<file path="src/rtl/hazard_pkg.sv">
// Shared types and constants for the pipeline hazard/stall controller.
package hazard_pkg;

   typedef enum logic {
      RUN      = 1'b0,
      MEM_WAIT = 1'b1
   } state_t;

   localparam logic [4:0] REG_X0              = 5'd0;
   localparam int         DEFAULT_MEM_TIMEOUT = 64;

   // A load in EX whose rd feeds a source the ID instruction actually reads.
   function automatic logic load_use_hit(
      input logic       memread,
      input logic [4:0] rd,
      input logic [4:0] rs1,
      input logic [4:0] rs2,
      input logic       uses_rs2
   );
      return memread && (rd != REG_X0) &&
             ((rd == rs1) || (uses_rs2 && (rd == rs2)));
   endfunction

endpackage

</file>
<file path="src/rtl/hazard_ctrl_sat_counter.sv">
// Up-counter with synchronous clear that sticks at all-ones instead of wrapping.
module sat_counter #(
   parameter int W = 8
) (
   input  logic         clk,
   input  logic         rst,
   input  logic         inc,
   input  logic         clr,
   output logic [W-1:0] count
);

   // NOTE: sequential state uses non-blocking (<=) so every flop samples pre-edge values.
   always_ff @(posedge clk or posedge rst) begin
      if (rst) begin
         count <= '0;
      end else if (clr) begin
         count <= '0;
      end else if (inc && (count != '1)) begin
         count <= count + W'(1);
      end
   end

endmodule

</file>
<file path="src/rtl/hazard_ctrl.sv">
// Hazard/stall controller: load-use bubbles, taken-branch flush and a memory-wait freeze
// with sticky timeout. Define HAZARD_PERF_CNT_EN to add stall/flush performance counters.
module hazard_ctrl
   import hazard_pkg::*;
#(
   parameter int MEM_TIMEOUT = DEFAULT_MEM_TIMEOUT,
   parameter int CNT_W       = 32
) (
   input  logic             clk_i,
   input  logic             rst_i,
   input  logic [4:0]       id_rs1_i,
   input  logic [4:0]       id_rs2_i,
   input  logic             id_uses_rs2_i,
   input  logic             ex_memread_i,
   input  logic [4:0]       ex_rd_i,
   input  logic             branch_taken_i,
   input  logic             mem_req_i,
   input  logic             mem_ack_i,
   output logic             pc_write_o,
   output logic             ifid_write_o,
   output logic             ifid_flush_o,
   output logic             idex_write_o,
   output logic             idex_bubble_o,
   output logic             exmem_write_o,
   output logic             err_o
`ifdef HAZARD_PERF_CNT_EN
   ,
   output logic [CNT_W-1:0] stall_cycles_o,
   output logic [CNT_W-1:0] flush_count_o
`endif
);

   localparam int WAIT_W = $clog2(MEM_TIMEOUT) + 1;

   state_t            state;
   logic              frozen;
   logic              load_use;
   logic              wait_inc;
   logic              wait_clr;
   logic              timeout_hit;
   logic [WAIT_W-1:0] wait_count;

   assign frozen   = !mem_ack_i && ((state == MEM_WAIT) || mem_req_i);
   assign load_use = load_use_hit(ex_memread_i, ex_rd_i, id_rs1_i, id_rs2_i, id_uses_rs2_i);

   // NOTE: every output gets a default first so no path through the block can infer a latch.
   always_comb begin
      pc_write_o    = 1'b1;
      ifid_write_o  = 1'b1;
      ifid_flush_o  = 1'b0;
      idex_write_o  = 1'b1;
      idex_bubble_o = 1'b0;
      exmem_write_o = 1'b1;
      if (rst_i) begin
         // Reset holds the pipeline in its free-running state regardless of inputs.
      end else if (frozen) begin
         pc_write_o    = 1'b0;
         ifid_write_o  = 1'b0;
         idex_write_o  = 1'b0;
         exmem_write_o = 1'b0;
      end else if (load_use) begin
         pc_write_o    = 1'b0;
         ifid_write_o  = 1'b0;
         idex_bubble_o = 1'b1;
      end else if (branch_taken_i) begin
         ifid_flush_o  = 1'b1;
      end
   end

   assign wait_inc    = (state == MEM_WAIT) && !mem_ack_i;
   assign wait_clr    = (state == RUN) || mem_ack_i;
   assign timeout_hit = wait_inc && (wait_count >= WAIT_W'(MEM_TIMEOUT - 1));

   sat_counter #(.W(WAIT_W)) u_wait_cnt (
      .clk   (clk_i),
      .rst   (rst_i),
      .inc   (wait_inc),
      .clr   (wait_clr),
      .count (wait_count)
   );

   // NOTE: only control state is reset; no storage arrays exist here that would need it.
   always_ff @(posedge clk_i or posedge rst_i) begin
      if (rst_i) begin
         state <= RUN;
         err_o <= 1'b0;
      end else begin
         case (state)
            RUN:      if (mem_req_i && !mem_ack_i) state <= MEM_WAIT;
            MEM_WAIT: if (mem_ack_i)               state <= RUN;
         endcase
         if (timeout_hit) err_o <= 1'b1;
      end
   end

`ifdef HAZARD_PERF_CNT_EN
   sat_counter #(.W(CNT_W)) u_stall_cnt (
      .clk   (clk_i),
      .rst   (rst_i),
      .inc   (!pc_write_o),
      .clr   (1'b0),
      .count (stall_cycles_o)
   );

   sat_counter #(.W(CNT_W)) u_flush_cnt (
      .clk   (clk_i),
      .rst   (rst_i),
      .inc   (ifid_flush_o),
      .clr   (1'b0),
      .count (flush_count_o)
   );
`endif

endmodule

</file>
<file path="config.mk">
export PLATFORM = sky130hd
export DESIGN_NAME = hazard_ctrl
export DESIGN_NICKNAME = d
export VERILOG_FILES = /design/src/rtl/hazard_pkg.sv /design/src/rtl/hazard_ctrl_sat_counter.sv /design/src/rtl/hazard_ctrl.sv
export SDC_FILE = /design/constraint.sdc
export NUM_CORES = 1
export LEC_CHECK = 0
export CORE_UTILIZATION = 35
export CTS_CLUSTER_DIAMETER = 200
export DETAILED_ROUTE_END_ITERATION = 8
export HOLD_SLACK_MARGIN = 0.06
export PLACE_DENSITY = 0.84
export SLEW_MARGIN = 25
export SYNTH_ARGS = -nofsm -noshare
export SYNTH_HDL_FRONTEND = slang
export SYNTH_SLANG_ARGS = --single-unit
</file>
<file path="constraint.sdc">
create_clock -name clk_i -period 1.75 [get_ports clk_i]
set_input_delay 0.4375 -clock clk_i [delete_from_list [all_inputs] [get_ports clk_i]]
set_output_delay 0.4375 -clock clk_i [all_outputs]
set_load 0.02 [all_outputs]
</file>
* Word-level counts from Yosys, hierarchy flattened
Index checks and enable logic that the tools add are counted.
** Word-level totals
- Flip-flop bits (word level) :: 9
- Input bits :: 22
- Output and inout bits :: 7
- Word-level logic and storage cells :: 40
** Operators by class
- Add/subtract/negate cells :: 1
- Order comparisons :: 1
- Equal/unequal tests :: 3
- Muxes and demuxes :: 17
- Bitwise logic cells :: 1
- Reduce and logical (&&, ||, !) cells :: 14
** Operators by type and width (count)
- 2-to-1 mux 1 bit :: 14
- 2-to-1 mux 7 bit :: 2
- equality test 5 bit :: 2
- logical AND 1 bit :: 8
- adder 7 x 1 -> 7 bit (second input constant) :: 1
- greater-or-equal comparator 7 x 6 -> 1 bit (second input constant) :: 1
- inequality test 7 bit (second input constant) :: 1
- nonzero test 5 bit :: 1
- logical OR 1 bit :: 3
- case mux 1 bit (2 select lines) :: 1
- nonzero test 2 bit :: 1
- logical NOT 1 bit :: 1
- inverter 1 bit :: 1

* Depth between registers and ports, before layout
Gate-level depths: netlist (run 1).
- Depth after elaboration :: 7
- Depth in mapped cells :: 6
- Depth with buffers taken out :: 5

* Hierarchy
Synthesis (run 1) repeated with hierarchy kept, for this count alone.
** Unflattened totals
- Cells, all modules :: 74
- Area, all modules :: 674.4 um2
** By module, submodules not included
- sat_counter :: times used 1, cells each 38, area each 400.4 um2, seq. area each 175.2 um2
- hazard_ctrl :: times used 1, cells each 36, area each 274.0 um2, seq. area each 50.0 um2

* Worst setup path after synthesis (run 1)
OpenSTA, ideal clock, no wires.
- Path type :: input -> output
- Start point :: input port ex_rd_i[1]
- End point :: output port pc_write_o
- Arrival time :: 1823 ps
- Required time :: 1312 ps
- Setup slack :: -511 ps
- Cell stages on the path :: 5
- Path buffers :: 1
- Cell sequence :: or4_1 o21ai_1 inv_1 a31oi_1 buf_4
** Between the ends
- Longest elaborated chain between the ends :: 7
- Elaborated cells on any way between the ends :: 10
- Those cells by class :: 2 x eq/ne; 3 x mux; 5 x reduce/logical
** RTL lines
- start: declaration :: line hazard_ctrl.sv:15 : input logic [4:0] ex_rd_i,
- equality test 5 bit :: line hazard_pkg.sv:21 : ((rd == rs1) || (uses_rs2 && (rd == rs2)));
- logical AND 1 bit :: line hazard_pkg.sv:21
- logical OR 1 bit :: line hazard_pkg.sv:21
- logical AND 1 bit (*) :: line hazard_pkg.sv:20 : return memread && (rd != REG_X0) &&
- 2-to-1 mux 1 bit (*) (3 in a row)
- end: declaration :: line hazard_ctrl.sv:19 : output logic pc_write_o,
Mark *: on every way between the ends. The rest lies on a longest branch, timed or not.

* Worst setup path after layout (run 1)
- Start point :: input port ex_rd_i[1]
- End point :: output port pc_write_o
** Between the ends
- Longest elaborated chain between the ends :: 7
- Elaborated cells on any way between the ends :: 10
- Those cells by class :: 2 x eq/ne; 3 x mux; 5 x reduce/logical
** RTL lines
- equality test 5 bit :: line hazard_pkg.sv:21
- logical AND 1 bit :: line hazard_pkg.sv:21
- logical OR 1 bit :: line hazard_pkg.sv:21
- logical AND 1 bit (*) :: line hazard_pkg.sv:20
- 2-to-1 mux 1 bit (*) :: line hazard_ctrl.sv:61 : end else if (load_use) begin
- 2-to-1 mux 1 bit (*) :: line hazard_ctrl.sv:56 : end else if (frozen) begin
- 2-to-1 mux 1 bit (*) :: line hazard_ctrl.sv:54 : if (rst_i) begin
Marks and branches as above.

==> results.md, run 1 <==
- Status: finished with violations
- Failing checks: negative setup slack
- CP max-delay cell: or4_4
- IR drop worst, VDD: 0.000351 V
- CP delay by family, top: simple AND/OR/NAND/NOR gates
- Worst Skew: 0.00124 ns
- Clock Sinks: 9
- Worst R2R Start: u_wait_cnt.count[0]
- Worst slack at placement: -1.12 ns
- Tot GR Track Use: 17.0%
- Sw frac: 27.3%
- Hold Path Origin: err_o
- CP required: 1.31 ns
- Area of the die: 1860 um^2
- Top FF cell, synth: dfrtp_1
- Combinational group share of total power: 27.0%
- Cells after Synth: 67
- Number of synthesized flops with an enable pin: 0
- Pin count of the biggest net entering global routing: 10
- Part of the power in registers: 41.5%
- Post-Syn Nets: 90
- RSZ-0062 raised after global routing: yes
- Worst setup slack after layout: -0.271 ns
- Overflow after GRT: 0
- Crit path capture type: primary output
- Synthesized flop and latch total: 9
- Drt drc: 0
- Die H: 43.1 um
- Synth warn: 0
- IO Count: 29
- Pwr/cell area: 528 nW/um^2
- Fmax: 0.495 GHz
- Critical path arrival: 1.58 ns
- CTS tree: done
- Clk_lat worst skew: 0.26 ns
- Nets@finish: 128
- Sequential-to-total area share from yosys stat: 38.1%
- Die Span X: 43.1 um
- DRT Pass-1 Iters: 4
- Initial core utilization: 38.4%
- GPL Wtd Cong: 0.811
- CTS HTree Levels: 1
- FILL cells: 131
- WS Path Type: in2out
- Layout cells sized above 1: 29.8%
- Worst path bufs/invs: 3
- Min-Delay Path Class: reg2reg
- Cell mode on critical path: buf_6
- IO buf count: 28
- Synthesis-to-finish area growth: 65.5%
- Final hold vios: 0
- Vias: 606
- Number of DRC markers in iteration 0: 7
- Num CTS Buffers: 3
- Final HPWL DP: 1.13 mm
- Initial antenna violation count: 0
- Final period util: 115%
- First-pass GRT wire length: 2.41 mm
- Leak: 0.000455 uW
- Via density: 5.05
- Setup violators final: 4
- Synthesized area: 592 um^2
- Placed Cells: 115
- DR WL/cell: 11.3 um
- Fin util: 63.6%
- Total wire length: 1.36 mm
- Num rows: 14
- Fin. max-slew vios: 0
- Max-cap viol count: 0
- Antenna Violating Nets Remaining: 0
- Fin cells: 120
- CP cell instances: buf_6, or4_4, o21ai_2, inv_2, a31oi_4, buf_6
- Setup crit start: ex_rd_i[1]
- Unique masters post-synth: 25
- Crit start category: input port
- Int Pwr: 376 uW
- Reg clk slew, reported paths: 0.06 ns
- Worst Tran Pin Value: 0.206 ns
- Hold Buf Count CTS: 0
- Syn Area/Cell: 8.83 um^2
- Asr flop ratio synth: 100%
- # diodes: 0
- Fin crit period: 2.02 ns
- Core area: 1540 um^2
- CTS root buf: clkbuf_4
- Slew margin rel.: 86.1%
- Worst stage delay on the critical path: 0.52 ns
- Total Power: 517 uW
- Net load switching power: 141 uW
- Largest fanout on the critical path: 3
- Clk pwr share: 31.6%
- Bufs on Longest Clock Path: 2
- Vias in the first global route: 644
## synthesized netlist by cell type, types with 2 or more instances
library cell / n / area, um^2
o21ai_0: 4 / 20.0
nand3_1: 2 / 10.0
a31oi_1: 4 / 25.0
nand4_1: 2 / 12.5
xnor2_1: 11 / 96.3
nand2_1: 3 / 11.3
nand2b_1: 2 / 12.5
a21oi_1: 2 / 10.0
inv_1: 4 / 15.0
xor2_1: 2 / 17.5
dfrtp_1: 9 / 225
nor2_1: 7 / 26.3
and3_1: 2 / 12.5
buf_4: 2 / 15.0
## cell type report
| type | count | area [um^2] | share of cell area, % |
|---|---|---|---|
| clock buffers | 3 | 22.5 | 2.30 |
| clock inverters | 1 | 5.00 | 0.511 |
| repair buffers | 36 | 314 | 32.1 |
| well taps | 16 | 20.0 | 2.04 |
| inverters | 4 | 15.0 | 1.53 |
| flip-flops and latches | 9 | 225 | 23.0 |
| multi-input cells | 51 | 378 | 38.6 |
## final timing paths
check                                      endpoint  cells after the start  slack [ns]
min in group asynchronous       u_wait_cnt.count[1]                      3        0.65
worst min register to register                err_o                      1        0.47
worst min-delay path                          err_o                      1        0.47
worst max register to register  u_wait_cnt.count[1]                      5        0.37
worst max-delay path                     pc_write_o                      6       -0.27
max in group asynchronous       u_wait_cnt.count[2]                      3        0.96
## state kept, by name, summed over array words and instances, names as in the netlist
name	cells
err_o	1
state	1
u_wait_cnt.count	7
## repair_timing
action / in CTS / in global routing
resized for setup: 71 / 2
pin swaps: 14 / 4
setup buffers: 1 / 0
endpoints found under the setup margin: 6 / 5
## power groups by stage
stage | clock network [uW] | registers, uW | logic [uW]
detailed placement | 0 | 218 | 143
finish | 163 | 215 | 139
global route | 178 | 215 | 151
CTS | 169 | 215 | 141
floorplan | 0 | 217 | 59.8
global placement | 0 | 218 | 140
## cell families (layout without fill, tap and decap cells)
logic type	after synthesis	count (layout)	share of synthesized area (%)
and+or+nand+nor	22	22	19.2
buffers and inverters	7	44	5.71
DFF	9	9	38.1
AOI/OAI and AO/OA	14	14	14.0
adders and majority gates	1	1	2.11
muxes	1	1	1.69
xor gates and xnor gates	13	13	19.2
## metrics by stage
stage	hold slack (ns)	TNS (ns)	area, um^2
4_1_cts	0.475	-1.19	980
6_report	0.468	-1.01	980
5_1_grt	0.513	-1.19	980
2_1_floorplan	0.308	-0.611	608
3_3_place_gp	0.453	-5.39	942
3_5_place_dp	0.455	-5.60	942
## placed cells by master, fill, tap and decap left out
master / synthesis / routed
xnor2_1: 11 / 11
nand4_1: 2 / 2
clkdlybuf4s50_1: 0 / 5
clkinv_2: 0 / 1
nand2b_1: 2 / 2
xor2_1: 2 / 2
and4_4: 0 / 1
o21ai_0: 4 / 4
o21ai_2: 0 / 1
o22ai_2: 0 / 1
a31oi_4: 0 / 1
nor2_1: 7 / 6
clkbuf_4: 0 / 3
buf_2: 0 / 3
ha_1: 1 / 1
a31oi_1: 4 / 3
or2_1: 1 / 1
and3_1: 2 / 2
o2111ai_1: 1 / 1
dlygate4sd2_1: 0 / 13
buf_6: 0 / 6
or4_4: 0 / 1
buf_4: 2 / 9
inv_2: 0 / 2
nor2b_1: 1 / 1
nand3_1: 2 / 2
o21bai_4: 0 / 1
mux2i_1: 1 / 1
nor2_2: 0 / 1
dfrtp_1: 9 / 9
nand2_1: 3 / 3
a21oi_1: 2 / 2
inv_1: 4 / 2
## per-layer routing
metal	track usage [%]	vias to the layer above	wire length, um
met3	7.66	0	128
met5	0	-	0
met1	16.4	271	505
met4	2.42	0	0
li1	-	307	-
met2	33.1	28	723
Power figures use the tool's default switching activity.
==> run 2: changes to the inputs <==
--- a/config.mk
+++ b/config.mk
@@ -10,6 +10,7 @@
 export DETAILED_ROUTE_END_ITERATION = 8
 export HOLD_SLACK_MARGIN = 0.06
 export PLACE_DENSITY = 0.84
+export SKIP_LAST_GASP = 1
 export SLEW_MARGIN = 25
 export SYNTH_ARGS = -nofsm -noshare
 export SYNTH_HDL_FRONTEND = slang
==> results of run 2 <==
The final DEF is identical to that of run 1; final timing and power are the same.
